===== config.mk =====
export PLATFORM = sky130hd
export DESIGN_NAME = conv_seq_ctrl
export DESIGN_NICKNAME = d
export VERILOG_FILES = /design/src/rtl/conv_seq_ctrl.sv
export SDC_FILE = /design/constraint.sdc
export NUM_CORES = 1
export LEC_CHECK = 0
export CAP_MARGIN = 20
export CORE_ASPECT_RATIO = 1.5
export CORE_UTILIZATION = 49
export DETAILED_ROUTE_END_ITERATION = 7
export PLACE_DENSITY_LB_ADDON = 0.25
export SETUP_SLACK_MARGIN = 0.1
export SLEW_MARGIN = 30
export SYNTH_ARGS = -nofsm -noshare
export SYNTH_HDL_FRONTEND = slang
export SYNTH_SLANG_ARGS = --single-unit

===== constraint.sdc =====
create_clock -name clk -period 2.9 [get_ports clk]
set_input_delay 0.435 -clock clk [delete_from_list [all_inputs] [get_ports clk]]
set_output_delay 0.435 -clock clk [all_outputs]
set_load 0.1 [all_outputs]

===== src/rtl/conv_seq_ctrl.sv =====
// Batch sequencer for the conv1 core: streams NPIX pixels per image into the core,
// forwards NOUT results per image to the sink, and reports done/busy/sticky errors.
module conv_seq_ctrl #(
    parameter int DW      = 16,
    parameter int RW      = 32,
    parameter int IMG_H   = 28,
    parameter int IMG_W   = 28,
    parameter int K       = 3,
    parameter int TIMEOUT = 4096
) (
    input  logic          clk,
    input  logic          resetn,
    input  logic          start,
    input  logic [7:0]    num_img,
    input  logic          src_valid,
    output logic          src_ready,
    input  logic [DW-1:0] src_data,
    output logic [DW-1:0] core_data_in,
    output logic          core_rdata_r,
    output logic          core_clr,
    input  logic [RW-1:0] core_data_out,
    input  logic          core_wdata_r,
    output logic          snk_valid,
    output logic [RW-1:0] snk_data,
    output logic          snk_last,
    output logic [7:0]    img_idx,
    output logic          busy,
    output logic          done,
    output logic          err_timeout,
    output logic          err_extra,
    output logic [2:0]    dbg_state
);
    localparam int NPIX = IMG_H * IMG_W;
    localparam int NOUT = (IMG_H - K + 1) * (IMG_W - K + 1);
    localparam int PW   = $clog2(NPIX + 1);
    localparam int OW   = $clog2(NOUT + 1);
    localparam int TW   = $clog2(TIMEOUT + 1);
    localparam logic [PW-1:0] NPIX_V    = PW'(NPIX);
    localparam logic [PW-1:0] NPIX_M1   = PW'(NPIX - 1);
    localparam logic [OW-1:0] NOUT_V    = OW'(NOUT);
    localparam logic [OW-1:0] NOUT_M1   = OW'(NOUT - 1);
    localparam logic [TW-1:0] TIMEOUT_V = TW'(TIMEOUT);

    typedef enum logic [2:0] {S_IDLE, S_CLR, S_LOAD, S_DRAIN, S_NEXT} state_t;

    state_t        state_q, state_d;
    logic [7:0]    num_img_q, num_img_d;
    logic [7:0]    img_idx_q, img_idx_d;
    logic [PW-1:0] pix_cnt_q, pix_cnt_d;
    logic [OW-1:0] out_cnt_q, out_cnt_d;
    logic [TW-1:0] idle_cnt_q, idle_cnt_d;
    logic [DW-1:0] core_data_in_q, core_data_in_d;
    logic          core_rdata_r_q, core_rdata_r_d;
    logic          snk_valid_q, snk_valid_d;
    logic [RW-1:0] snk_data_q, snk_data_d;
    logic          snk_last_q, snk_last_d;
    logic          done_q, done_d;
    logic          err_timeout_q, err_timeout_d;
    logic          err_extra_q, err_extra_d;
    logic          src_xfer;
    logic          res_accept;

    // Source handshake: a pixel moves on any cycle with src_valid && src_ready;
    // src_ready depends only on registered state, never on src_valid.
    assign src_ready  = (state_q == S_LOAD) && (pix_cnt_q < NPIX_V);
    assign src_xfer   = src_valid && src_ready;
    assign res_accept = core_wdata_r && (out_cnt_q < NOUT_V) &&
                        ((state_q == S_LOAD) || (state_q == S_DRAIN));

    always_comb begin
        state_d        = state_q;
        num_img_d      = num_img_q;
        img_idx_d      = img_idx_q;
        pix_cnt_d      = pix_cnt_q;
        out_cnt_d      = out_cnt_q;
        idle_cnt_d     = idle_cnt_q;
        core_data_in_d = core_data_in_q;
        core_rdata_r_d = 1'b0;
        snk_valid_d    = 1'b0;
        snk_data_d     = snk_data_q;
        snk_last_d     = 1'b0;
        done_d         = 1'b0;
        err_timeout_d  = err_timeout_q;
        err_extra_d    = err_extra_q;

        if (src_xfer) begin
            core_data_in_d = src_data;
            core_rdata_r_d = 1'b1;
            pix_cnt_d      = pix_cnt_q + 1'b1;
        end

        if (res_accept) begin
            snk_valid_d = 1'b1;
            snk_data_d  = core_data_out;
            snk_last_d  = (out_cnt_q == NOUT_M1);
            out_cnt_d   = out_cnt_q + 1'b1;
        end else if (core_wdata_r) begin
            err_extra_d = 1'b1;
        end
        // All results arrived before the image finished loading: the core is out of step.
        if ((state_q == S_LOAD) && (out_cnt_q == NOUT_V)) begin
            err_extra_d = 1'b1;
        end

        case (state_q)
            S_IDLE: begin
                if (start) begin
                    num_img_d     = num_img;
                    err_timeout_d = 1'b0;
                    err_extra_d   = core_wdata_r;
                    if (num_img == 8'd0) begin
                        done_d = 1'b1;
                    end else begin
                        img_idx_d = 8'd0;
                        state_d   = S_CLR;
                    end
                end
            end
            S_CLR: begin
                pix_cnt_d  = '0;
                out_cnt_d  = '0;
                idle_cnt_d = '0;
                state_d    = S_LOAD;
            end
            S_LOAD: begin
                idle_cnt_d = '0;
                if (src_xfer && (pix_cnt_q == NPIX_M1)) begin
                    state_d = S_DRAIN;
                end
            end
            S_DRAIN: begin
                if (out_cnt_q == NOUT_V) begin
                    state_d = S_NEXT;
                end else begin
                    idle_cnt_d = core_wdata_r ? '0 : idle_cnt_q + 1'b1;
                    if (idle_cnt_d == TIMEOUT_V) begin
                        err_timeout_d = 1'b1;
                        done_d        = 1'b1;
                        state_d       = S_IDLE;
                    end
                end
            end
            S_NEXT: begin
                if (img_idx_q == num_img_q - 8'd1) begin
                    done_d  = 1'b1;
                    state_d = S_IDLE;
                end else begin
                    img_idx_d = img_idx_q + 8'd1;
                    state_d   = S_CLR;
                end
            end
            default: state_d = S_IDLE;
        endcase
    end

    always_ff @(posedge clk or negedge resetn) begin
        if (!resetn) begin
            state_q        <= S_IDLE;
            num_img_q      <= '0;
            img_idx_q      <= '0;
            pix_cnt_q      <= '0;
            out_cnt_q      <= '0;
            idle_cnt_q     <= '0;
            core_data_in_q <= '0;
            core_rdata_r_q <= 1'b0;
            snk_valid_q    <= 1'b0;
            snk_data_q     <= '0;
            snk_last_q     <= 1'b0;
            done_q         <= 1'b0;
            err_timeout_q  <= 1'b0;
            err_extra_q    <= 1'b0;
        end else begin
            state_q        <= state_d;
            num_img_q      <= num_img_d;
            img_idx_q      <= img_idx_d;
            pix_cnt_q      <= pix_cnt_d;
            out_cnt_q      <= out_cnt_d;
            idle_cnt_q     <= idle_cnt_d;
            core_data_in_q <= core_data_in_d;
            core_rdata_r_q <= core_rdata_r_d;
            snk_valid_q    <= snk_valid_d;
            snk_data_q     <= snk_data_d;
            snk_last_q     <= snk_last_d;
            done_q         <= done_d;
            err_timeout_q  <= err_timeout_d;
            err_extra_q    <= err_extra_d;
        end
    end

    assign core_data_in = core_data_in_q;
    assign core_rdata_r = core_rdata_r_q;
    assign core_clr     = (state_q == S_CLR);
    assign snk_valid    = snk_valid_q;
    assign snk_data     = snk_data_q;
    assign snk_last     = snk_last_q;
    assign img_idx      = img_idx_q;
    assign busy         = (state_q != S_IDLE);
    assign done         = done_q;
    assign err_timeout  = err_timeout_q;
    assign err_extra    = err_extra_q;
    assign dbg_state    = state_q;
endmodule


==> impl_metrics.yaml, run 1 <==
run_status:
  status: "completed"
global_routing:
  antenna_found_initial: 0
  grt-ovfl-total: 0
  global_route.usage.total: 0.225
  grt_pass1_vias: 4199
  grt_pass1_wl_um: 19300
  grt_max_degree: 44
yosys:
  syn-num-nets: 571
  synth-seq-cells: 106
  ys.flop_type: "dfrtp_1"
  synth_edf_count: 0
  synth_area_leaders: "dfrtp_1 52%, mux2_2 7.1%, nand2_1 7.1%"
  synth.distinct_cells: 52
  netlist_area_mm2: 0.00507
  synth_top_cell_by_area: "dfrtp_1"
  seq_area_frac_synth: 0.523
  synth_cells: 504
  yosysTopAreaCellShare: 0.523
  synth_warnings: 0
  avgSynthCellArea_um2: 10.1
  async_flop_share: 1.00
clock_tree:
  cts_hold_buf: 0
  ctsRootBufferMaster: "clkbuf_16"
  tritoncts: "yes"
  clock-sinks: 106
  clk_pin_slew_ps: 70
  cts_resized: 0
  cts_htree_levels: 3
  numCtsBuffers: 9
  cts_setup_buffers: 0
  insertion_delay_ps: 350
  clockBufferDepth: 2
detailed_routing:
  vias_per_cell: 5.55
  drt_iter0_markers: 273
  wl_per_cell_um: 15.1
  firstDrtPassIters: 4
  vias: 4159
  routed_wl_um: 11300
  antenna_left: 0
  drc: 0
timing:
  layout_min_cycle_time_ps: 2540
  clock.fmax_mhz: 393
  setup_viol: 0
  tns_ps: 0
  rsz0062_at_grt: "false"
  slew_viol_final: 0
  tightest_slew_ps: 761
  fin_worst_skew_ps: 7.71
  max_slew_margin: 0.488
  finalHoldViolations: 0
  finalCritPeriodShare: 0.876
floorplanning:
  placementRows: 45
  fp.dieH_um: 127
  ios: 129
  dieArea_mm2: 0.0108
  initial_core_util: 0.503
  core_area_mm2: 0.0101
  die_w_um: 85.1
final_layout:
  final_nets: 695
  n_antenna_cell: 0
  fin_area_mm2: 0.00660
  area_delta_synth_final_pct: 30.1
  final_layout_size_suffix_gt1_frac: 0.223
setup_path:
  reg2reg_depth: 8
  start_kind: "register"
  crit_fanout: 15
  reg2reg_slack_ps: 360
  r2r_end: "img_idx[5]$_DFFE_PN0P_"
  endpoint_kind: "register"
  crit_type: "register to register"
  reg2reg_from: "num_img_q[0]$_DFFE_PN0P_"
  worst_ep_arrival_time_ps: 2810
  crit_required_ps: 3160
worst_hold_path:
  hold_class: "input port to async pin"
placed_design:
  dp_hpwl_um: 8290
  place_area_mm2: 0.00631
  gp_congestion: 0.870
  io_buffers: 128
flow_run:
  max_cap_viol_count: 0
==> state kept, by name, indices dropped and copies added (netlist names), 3 cells and up <==
signal and flops:
num_img_q 8, dbg_state 3, img_idx 8, out_cnt_q 10, snk_data 32, idle_cnt_q 13, pix_cnt_q 10, core_data_in 16
==> placed cells by master (no fill, tap or decap), types with 2 or more instances in the layout <==
master	n
xnor2_1	14
o31ai_1	11
or3_1	7
nor4_1	6
clkbuf_16	9
and2_1	3
nand3b_1	2
nand3_1	12
buf_12	2
clkinv_4	3
xor2_1	13
nand4b_1	2
nand2_1	96
nor3b_1	5
a31oi_1	4
o211ai_1	5
mux2i_1	5
and4_1	4
o21ai_0	23
dfrtp_1	106
nand4_1	13
and3_1	4
or2_2	5
nor2b_1	4
inv_1	16
clkdlybuf4s50_1	59
nor3_1	5
a21oi_1	11
inv_6	2
mux2_2	32
o41ai_1	3
nand2b_1	5
buf_4	74
ha_1	6
o21ai_2	3
nor2_1	38
==> cell families after synthesis <==
| group | share of synthesized area |
|---|---|
| flops | 0.523 |
| xor+xnor | 0.0466 |
| fa+ha+maj | 0.0148 |
| mux | 0.0809 |
| buf+inv | 0.0318 |
| simple gates | 0.208 |
| compound gates | 0.0943 |
==> routing by layer <==
layer  global-route usage  routed length (µm)
met1                0.274                4710
met2                0.388                5910
met3               0.0527                 544
met4               0.0808                 178
met5                    0                   0
==> area by class of cell <==
type | count | area, µm²
Tap cell | 117 | 146
Fill cell | 804 | 3480
Clock inverter | 7 | 62.6
Multi-Input combinational cell | 360 | 2260
Sequential cell | 106 | 2650
Clock buffer | 9 | 225
Timing Repair Buffer | 135 | 1190
Inverter | 16 | 60.1
==> worst max path at each step <==
stage | startpoint | end | slack, ps | cells after the start
6_report | num_img_q[0]$_DFFE_PN0P_ | img_idx[5]$_DFFE_PN0P_ | 360 | 8
5_1_grt | num_img_q[0]$_DFFE_PN0P_ | img_idx[3]$_DFFE_PN0P_ | 210 | 8
4_1_cts | num_img_q[0]$_DFFE_PN0P_ | img_idx[6]$_DFFE_PN0P_ | 380 | 8
3_5_place_dp | num_img_q[0]$_DFFE_PN0P_ | img_idx[0]$_DFFE_PN0P_ | 430 | 8
3_3_place_gp | num_img_q[2]$_DFFE_PN0P_ | dbg_state[0]$_DFFE_PN0P_ | 550 | 6
2_1_floorplan | dbg_state[1]$_DFFE_PN0P_ | src_ready | 130 | 3
==> synthesized netlist by cell type (2+ instances only) <==
| cell type | instances |
|---|---|
| a31oi_1 | 4 |
| xnor2_1 | 14 |
| o31ai_1 | 11 |
| o21ai_0 | 23 |
| and4_1 | 4 |
| ha_1 | 6 |
| nor2_1 | 38 |
| o21ai_2 | 3 |
| mux2_2 | 32 |
| nand3b_1 | 2 |
| inv_1 | 16 |
| nor2b_1 | 4 |
| clkbuf_1 | 14 |
| nand4_1 | 13 |
| nor3b_1 | 5 |
| and3_1 | 4 |
| and2_1 | 3 |
| xor2_1 | 13 |
| nor3_1 | 6 |
| o41ai_1 | 3 |
| a21oi_1 | 11 |
| or3_1 | 7 |
| buf_1 | 5 |
| nand2_1 | 96 |
| dfrtp_1 | 106 |
| nand4b_1 | 2 |
| nand2b_1 | 5 |
| o211ai_1 | 5 |
| or2_2 | 5 |
| buf_2 | 2 |
| mux2i_1 | 5 |
| nand3_1 | 12 |
| nor4_1 | 6 |
==> worst max-delay path, stage by stage (launching register included) <==
cell and delay (ps):
dfrtp_1 430, inv_1 100, ha_1 190, nor3b_1 520, mux2i_1 150, a22o_1 230, o211a_4 320, or3_1 360
a21oi_1 160
==> per-stage QoR <==
step / setup WS (ps) / cells / hold slack (ps) / utilization
2_1_floorplan: 135 / 504 / 139 / -
3_3_place_gp: 546 / 734 / 462 / 0.626
3_5_place_dp: 426 / 734 / 464 / 0.626
4_1_cts: 379 / 750 / 86.0 / 0.654
5_1_grt: 206 / 750 / 113 / 0.654
6_report: 358 / 750 / 74.3 / 0.654
Power of run 1 is not shown: default switching activity piles up to over one toggle a cycle in this logic, so the estimate is an artifact.
==> run 2, diff against run 1 <==
- CORE_UTILIZATION: 49 -> 35
- GPL_ROUTABILITY_DRIVEN: default -> 1
==> impl_metrics.yaml, run 2 (synthesized netlist as in run 1, its figures left out) <==
clock_tree:
  numCtsBuffers: 9
  cts_setup_buffers: 0
  cts_resized: 0
  insertion_delay_ps: 340
  clock-sinks: 106
  clockBufferDepth: 2
  clk_pin_slew_ps: 80
  cts_hold_buf: 0
  tritoncts: "yes"
  cts_htree_levels: 3
  ctsRootBufferMaster: "clkbuf_16"
run_status:
  status: "completed"
global_routing:
  grt_pass1_wl_um: 19500
  grt_pass1_vias: 4110
  antenna_found_initial: 0
  global_route.usage.total: 0.164
  grt_max_degree: 107
  grt-ovfl-total: 0
setup_path:
  crit_fanout: 15
  crit_required_ps: 3170
  worst_ep_arrival_time_ps: 2820
  start_kind: "register"
  endpoint_kind: "register"
  crit_type: "register to register"
final_layout:
  n_antenna_cell: 0
  final_layout_size_suffix_gt1_frac: 0.223
  fillers: 1371
  regArea_mm2: 0.00265
  fin_area_mm2: 0.00668
  final_nets: 695
  final_common_cell: "dfrtp_1"
  largest_register_ffs: 32
  layout_common_cells: "106 x dfrtp_1, 96 x nand2_1, 74 x buf_4, 59 x clkdlybuf4s50_1, 38 x nor2_1"
  multi_input_area_mm2: 0.00226
  area_delta_synth_final_pct: 31.8
  utilization: 0.475
detailed_routing:
  routed_wl_um: 11800
  drc: 0
  firstDrtPassIters: 4
  vias_per_cell: 4.99
  vias: 4113
  drt_iter0_markers: 161
  wl_per_cell_um: 14.3
  antenna_left: 0
timing:
  finalCritPeriodShare: 0.879
  tns_ps: 0
  fin_worst_skew_ps: 9.35
  finalHoldViolations: 0
  clock.fmax_mhz: 392
  rsz0062_at_grt: "false"
  layout_min_cycle_time_ps: 2550
  setup_viol: 0
  max_slew_margin: 0.465
  slew_viol_final: 0
  tightest_slew_ps: 783
floorplanning:
  die_w_um: 100
  fp.dieH_um: 149
  placementRows: 53
  initial_core_util: 0.361
  dieArea_mm2: 0.0150
  ios: 129
  core_area_mm2: 0.0141
placed_design:
  io_buffers: 128
  gp_congestion: 0.851
  place_area_mm2: 0.00640
  dp_hpwl_um: 8510
flow_run:
  max_cap_viol_count: 0
worst_hold_path:
  hold_class: "input port to async pin"
==> run 2: cell count changes in the layout (fill, tap and decap cells not counted), sizes merged <==
cell      delta
inv          +1
clkinvlp     -1
==> run 2: per-layer routing <==
metal / share of wire / vias up / GRT usage
li1: - / 1999 / -
met1: 0.40 / 1981 / 0.192
met2: 0.53 / 115 / 0.289
met3: 0.048 / 18 / 0.0380
met4: 0.019 / 0 / 0.0630
met5: 0 / - / 0
==> run 2: path summary, 6_finish.rpt <==
path | start | end | slack (ps) | cells past startpoint
worst max-delay path | num_img_q[2]$_DFFE_PN0P_ | img_idx[0]$_DFFE_PN0P_ | 350 | 6
worst min-delay path | resetn | snk_data[8]$_DFFE_PN0P_ | 140 | 2
worst max register to register | num_img_q[2]$_DFFE_PN0P_ | img_idx[0]$_DFFE_PN0P_ | 350 | 6
worst min register to register | core_data_in[0]$_DFFE_PN0P_ | core_data_in[0]$_DFFE_PN0P_ | 480 | 2
max in group asynchronous | resetn | pix_cnt_q[6]$_DFFE_PN0P_ | 2310 | 2
min in group clk | core_data_in[0]$_DFFE_PN0P_ | core_data_in[0]$_DFFE_PN0P_ | 480 | 2
==> run 2: final cells by class <==
type	count	share of cell area
inverter	16	0.00899
tap	192	0.0359
clock buffer	9	0.0337
multi-input combinational	360	0.338
sequential	106	0.397
timing repair buffer	135	0.177
clock inverter	7	0.00861
==> run 2: stage by stage <==
| step | hold slack [ps] | instances | setup WS (ps) |
|---|---|---|---|
| detailed placement | 463 | 809 | 370 |
| global route | 140 | 825 | 256 |
| CTS | 172 | 825 | 359 |
| floorplan | 139 | 504 | 135 |
| finish | 137 | 825 | 350 |
| global placement | 460 | 809 | 532 |
==> run 2: worst max-delay path, cell delays in order, from the launching register on <==
cell       delay, ps
dfrtp_1          450
o31ai_1          380
nand3_1          140
a2111oi_0        760
o211a_4          390
or2b_2           180
mux2i_1          170
Power of run 2 is left out for the same reason.
